`src/rtl/serial_feeder.sv`:
```
// -----------------------------------------------------------------------------
// serial_feeder
//
// Parallel-to-serial front end for the serial pattern detector. WIDTH-bit
// words arrive over a valid/ready handshake into a one-word holding register
// and are shifted out one bit per clock on x. A word waiting in the holding
// register is loaded on the same edge that ends the previous word, so
// consecutive words leave with no idle gap. With nothing to send, x rests at
// IDLE_BIT and x_valid is low.
//
// Parameters:
//   WIDTH      bits per word (>= 2)
//   MSB_FIRST  1: din[WIDTH-1] is sent first; 0: din[0] is sent first
//   IDLE_BIT   level driven on x while no word is being shifted
//
// Ports:
//   clk        system clock, rising edge
//   rst        synchronous active-high reset
//   din        parallel word to serialize
//   din_valid  din holds a word for transfer
//   din_ready  a word can be accepted this cycle (registers and rst only)
//   x          serial bit, registered
//   x_valid    x carries a data bit, registered
//   word_done  one-cycle pulse while the last bit of a word is on x
//   busy       shifting, or the holding register is occupied
// -----------------------------------------------------------------------------
module serial_feeder #(
  parameter int WIDTH     = 8,
  parameter bit MSB_FIRST = 1'b1,
  parameter bit IDLE_BIT  = 1'b0
) (
  input  logic             clk,
  input  logic             rst,
  input  logic [WIDTH-1:0] din,
  input  logic             din_valid,
  output logic             din_ready,
  output logic             x,
  output logic             x_valid,
  output logic             word_done,
  output logic             busy
);

  localparam int CNT_W = (WIDTH > 2) ? $clog2(WIDTH) : 1;
  localparam logic [CNT_W-1:0] LAST_IDX = CNT_W'(WIDTH - 1);

  typedef enum logic {
    S_IDLE  = 1'b0,
    S_SHIFT = 1'b1
  } state_t;

  // Bit of a word that appears on the line first.
  function automatic logic out_bit(input logic [WIDTH-1:0] w);
    return MSB_FIRST ? w[WIDTH-1] : w[0];
  endfunction

  // Move the next bit into the output position.
  function automatic logic [WIDTH-1:0] advance(input logic [WIDTH-1:0] w);
    return MSB_FIRST ? {w[WIDTH-2:0], 1'b0} : {1'b0, w[WIDTH-1:1]};
  endfunction

  state_t             state_q,     state_d;
  logic               hold_full_q, hold_full_d;
  logic [WIDTH-1:0]   hold_reg_q,  hold_reg_d;
  logic [WIDTH-1:0]   shift_q,     shift_d;
  logic [CNT_W-1:0]   cnt_q,       cnt_d;
  logic               x_q,         x_d;
  logic               x_valid_q,   x_valid_d;
  logic               word_done_q, word_done_d;

  logic accept;
  logic load;

  // Ready depends only on registered state and rst, never on din_valid.
  assign din_ready = !hold_full_q && !rst;
  assign accept    = din_valid && din_ready;

  always_comb begin
    state_d     = state_q;
    hold_full_d = hold_full_q;
    hold_reg_d  = hold_reg_q;
    shift_d     = shift_q;
    cnt_d       = cnt_q;
    load        = 1'b0;

    case (state_q)
      S_IDLE: begin
        if (hold_full_q) load = 1'b1;
      end
      S_SHIFT: begin
        if (cnt_q == LAST_IDX) begin
          // Chain straight into the pending word, else drop back to idle.
          if (hold_full_q) load = 1'b1;
          else             state_d = S_IDLE;
        end else begin
          shift_d = advance(shift_q);
          cnt_d   = cnt_q + CNT_W'(1);
        end
      end
      default: state_d = S_IDLE;
    endcase

    if (load) begin
      shift_d     = hold_reg_q;
      cnt_d       = '0;
      state_d     = S_SHIFT;
      hold_full_d = 1'b0;
    end

    // accept needs an empty holding register and load needs a full one,
    // so the two never collide on hold_full.
    if (accept) begin
      hold_reg_d  = din;
      hold_full_d = 1'b1;
    end

    // Line outputs are registered from the next-state view.
    x_valid_d   = (state_d == S_SHIFT);
    x_d         = (state_d == S_SHIFT) ? out_bit(shift_d) : IDLE_BIT;
    word_done_d = (state_d == S_SHIFT) && (cnt_d == LAST_IDX);
  end

  // ---- stage boundary: control and line outputs (reset), data words (no reset)
  always_ff @(posedge clk) begin
    if (rst) begin
      state_q     <= S_IDLE;
      hold_full_q <= 1'b0;
      cnt_q       <= '0;
      x_q         <= IDLE_BIT;
      x_valid_q   <= 1'b0;
      word_done_q <= 1'b0;
    end else begin
      state_q     <= state_d;
      hold_full_q <= hold_full_d;
      cnt_q       <= cnt_d;
      x_q         <= x_d;
      x_valid_q   <= x_valid_d;
      word_done_q <= word_done_d;
    end
    hold_reg_q <= hold_reg_d;
    shift_q    <= shift_d;
  end

  assign x         = x_q;
  assign x_valid   = x_valid_q;
  assign word_done = word_done_q;
  assign busy      = (state_q == S_SHIFT) || hold_full_q;

endmodule

```
`config.mk`:
```
export PLATFORM = sky130hd
export DESIGN_NAME = serial_feeder
export DESIGN_NICKNAME = d
export VERILOG_FILES = /design/src/rtl/serial_feeder.sv
export SDC_FILE = /design/constraint.sdc
export NUM_CORES = 1
export LEC_CHECK = 0
export CORE_MARGIN = 8
export CORE_UTILIZATION = 45
export DETAILED_ROUTE_END_ITERATION = 10
export GPL_ROUTABILITY_DRIVEN = 0
export GPL_TIMING_DRIVEN = 0
export PLACE_DENSITY = 0.72
export SYNTH_ARGS = -nofsm -noshare
export SYNTH_HDL_FRONTEND = slang
export SYNTH_SLANG_ARGS = --single-unit
```
`constraint.sdc`:
```
create_clock -name clk -period 1.7 [get_ports clk]
set_input_delay 0.34 -clock clk [delete_from_list [all_inputs] [get_ports clk]]
set_output_delay 0.34 -clock clk [all_outputs]
set_load 0.02 [all_outputs]
```
After elaboration in Yosys (flattened, before gate mapping)
Index checks and enable logic that the tools add are counted.
Word-level totals
  register bits after elaboration: 23
  bits of input ports: 11
  output and inout bits: 5
  word-level logic and storage cells: 38
Cells by class
  $add $sub $neg: 1
  equal/unequal tests: 3
  multiplexer cells: 14
  bitwise operators: 2
  reduce and logical (&&, ||, !) cells: 10
Operators by type and width (number)
  $mux W8: 3
  $mux W3: 3
  $mux W1: 7
  $eq A3 B3 Y1 const B: 2
  $reduce_bool A2 Y1: 2
  $add A3 B1 Y3 const B: 1
  $logic_and A1 B1 Y1: 3
  $logic_not A1 Y1: 2
  $ne A2 B2 Y1 const B: 1
  $not A1 Y1: 2
  $pmux W1 S2: 1
  $reduce_and A2 Y1: 1
  $reduce_or A2 Y1: 1
  $logic_or A1 B1 Y1: 1

Logic depth before layout (Yosys ltp)
  word-level depth: 6
  mapped depth: 4
  depth with buffers taken out: 3

Worst setup path before layout
No wires, ideal clock.
  path type: in2reg
  from: input port rst
  to: register hold_reg_q[0], enable pin
  library setup time: 0.387 ns
  data arrival time: 1.201 ns
  required time: 1.313 ns
  path slack: 0.112 ns
  stages on the path: 2
  path buffers: 1
  path through: buf_2 > nor3b_1
On the way
  cells in the longest elaborated chain, start to end: 3
Ends and longest elaborated chain
  start: declaration: line 33  | input logic rst,
  $logic_not A1 Y1: line 74  | assign din_ready = !hold_full_q && !rst;
  $logic_and A1 B1 Y1: line 74
  $logic_and A1 B1 Y1: line 75  | assign accept = din_valid && din_ready;
  via accept: line 70  | logic accept;
  end signal: assignment: line 139  | hold_reg_q <= hold_reg_d;
  end: declaration: line 63  | logic [WIDTH-1:0] hold_reg_q, hold_reg_d;
The timed path passes the listed nets, and every way through them passes these cells.
A chain may end at the register's enable or synchronous reset.

Worst setup path after layout
  from: register x_valid_q (netlist: x_valid)
  to: output port x_valid
RTL lines
  start: declaration: line 67  | logic x_valid_q, x_valid_d;
  start signal: assignment: line 136  | x_valid_q <= x_valid_d;
  end: declaration: line 38  | output logic x_valid,
No word-level cell between the ends.

==> impl_metrics.ini <==
[timing]
slew_headroom_pct = 57.8
finalHoldViolCount = 0
min_period_ns = 1.65
worstMarginPinSlew_ns = 0.630
rsz0062_at_grt = false
fin_ws_ns = 0.0474
slew_violations = 0
period_share_pct = 97.2
hold_ws_ns = 0.514
setup_viol = 0
skew_ns = 0.00815
fmax_mhz = 605

[synth]
ys_top_cells_by_area = edfxtp_1 49%, dfxtp_1 15%, mux2i_1 8.7%
synth-seq-cells = 22
syn_inst = 69
synth.avg_cell_area_um2 = 13.3
synth_cell_types = 23
synth_nets = 81
yosysWarnings = 0
yosysTopAreaCell = edfxtp_1
synth_area_um2 = 916
seq_area_frac_synth_pct = 64.5
synth.top_cell.area_share_pct = 49.2

[worst_hold_path]
holdCritPathClass = register to register

[worst_setup_path]
worstPathCellList = clkdlybuf4s50_1
crit_type = register to output port
cp_max_fo = 5
worstPathArrival_ns = 1.31
required_ns = 1.36
max_stage_delay_ns = 0.62
end_kind = output port
critPathSlowestCell = clkdlybuf4s50_1
cp_top_family = buffers and inverters
critical_path_buf_inv_count = 1
critPathLaunchType = register

[detailed_routing]
wl_per_cell_um = 11.6
vias = 517
ant_nets = 0
drt_iter0_markers = 3
viasPerCell = 4.50
drc = 0
drt_wl_total_um = 1330
detail_route.first_pass.iterations = 4

[grt]
met1_usage_pct = 10.6
use_met2_pct = 13.1
grt_antenna_before_repair = 0
overflow = 0
grt_max_degree = 13
grt_pass1_wl_um = 2360
grt_use_met3_pct = 2.71
grt_usage_pct = 8.56
grt-busiest-layer = met2
first_global_vias = 552

[finish]
final_cell_mix = 15 x edfxtp_1, 13 x clkdlybuf4s50_1, 8 x inv_1, 8 x mux2i_1
mostFrequentLayoutCell = edfxtp_1
final_util_pct = 57.9
drive_above_1_share_pct = 14.8
final_nets = 101
fill_cells = 169
area_growth_pct = 22.7
diodes = 0
layout.cells.non_filler = 115

[placed_design]
post-place-cells = 111
io_buffers = 15
pre_cts_ws_ns = -0.593
hpwlAfterDp_um = 1030

[die]
start_util_pct = 47.2
die_x_um = 61.1
core_mm2 = 0.00194
io_pins = 16
rows = 16
die_area_mm2 = 0.00374
die-height_um = 61.1

[clock_network]
clock_path_buffers = 2
cts_root_buf = clkbuf_4
numCtsBuffers = 3
htreeDepth = 1
cts_tree = built
clkSlewWorstSetupHoldPaths_ns = 0.12
clkSinkCount = 22
clock_latency_ns = 0.30

[power_and_ir_drop]
p_leak_nw = 0.464
p_total_w = 0.000990
powerDensity_mw_per_mm2 = 881
ir_worst_vdd_mv = 0.631

[outcome]
status = finished, final reports clean

[flow_run]
cap_viol_max_count = 0
## repair_timing
action / CTS / global route
hold buffers: 0 / 0
setup buffers: 0 / 0
endpoints found under the setup margin: 11 / 2
gates resized for setup: 7 / 2
## through the flow
stage,area (um^2),setup TNS [ns]
6_report,1120,0
5_1_grt,1120,0
4_1_cts,1130,0
3_5_place_dp,1100,-5.55
3_3_place_gp,1100,-5.27
2_1_floorplan,916,0
## sequential cells by signal (all words and copies together) (netlist names)
register     flops
hold_reg_q       8
shift_q          7
cnt_q            3
hold_full_q      1
word_done        1
x                1
x_valid          1
## area by class of cell
| type | count | area, um^2 | area share (%) |
|---|---|---|---|
| flip-flops and latches | 22 | 591 | 52.6 |
| multi-input cells | 35 | 268 | 23.8 |
| repair buffers | 15 | 140 | 12.5 |
| plain buffers | 4 | 35.0 | 3.12 |
| well taps | 27 | 33.8 | 3.01 |
| inverters | 8 | 30.0 | 2.67 |
| clock buffers | 3 | 22.5 | 2.00 |
| clock inverters | 1 | 3.75 | 0.334 |
## Yosys cell counts
master / instances
a21bo_4: 1
a21oi_1: 1
and3_1: 1
buf_2: 2
buf_6: 2
dfxtp_1: 7
edfxtp_1: 15
ha_1: 1
inv_1: 8
mux2_2: 1
mux2i_1: 8
nand2_1: 7
nand2b_1: 3
nand3b_1: 1
nor2_1: 2
nor3b_1: 2
nor4b_1: 1
o21bai_1: 1
o32ai_1: 1
or2_2: 1
or2b_1: 1
or3b_1: 1
xnor2_1: 1
## worst paths after layout
path	startpoint	to	slack, ns	cells past startpoint
setup / recovery	x_valid$_SDFF_PP0_	x_valid	0.05	1
hold / removal	cnt_q[0]$_SDFF_PP0_	word_done$_SDFF_PP0_	0.51	1
setup reg to reg	cnt_q[0]$_SDFF_PP0_	shift_q[2]$_DFFE_PP_	0.13	4
hold reg to reg	cnt_q[0]$_SDFF_PP0_	word_done$_SDFF_PP0_	0.51	1
## logic make-up after synthesis
| logic type | synth area share, % |
|---|---|
| flops | 64.5 |
| simple gates | 12.3 |
| buf+inv | 6.83 |
| mux | 9.97 |
| compound gates | 4.10 |
| xor+xnor | 0.956 |
| fa+ha+maj | 1.37 |
## power by group
group          internal (W)  switching, W  leakage, nW  total (W)
clock             0.0000854      0.000147       0.0154   0.000232
sequential         0.000612     0.0000118        0.201   0.000624
combinational     0.0000693     0.0000643        0.248   0.000134
## per-layer routing
layer	part of all wire [%]	wire length [um]
met1	50	666
met2	44	592
met3	4.7	62
met4	0.90	12
met5	0	0
No activity file was read; power rests on OpenSTA's default activity.
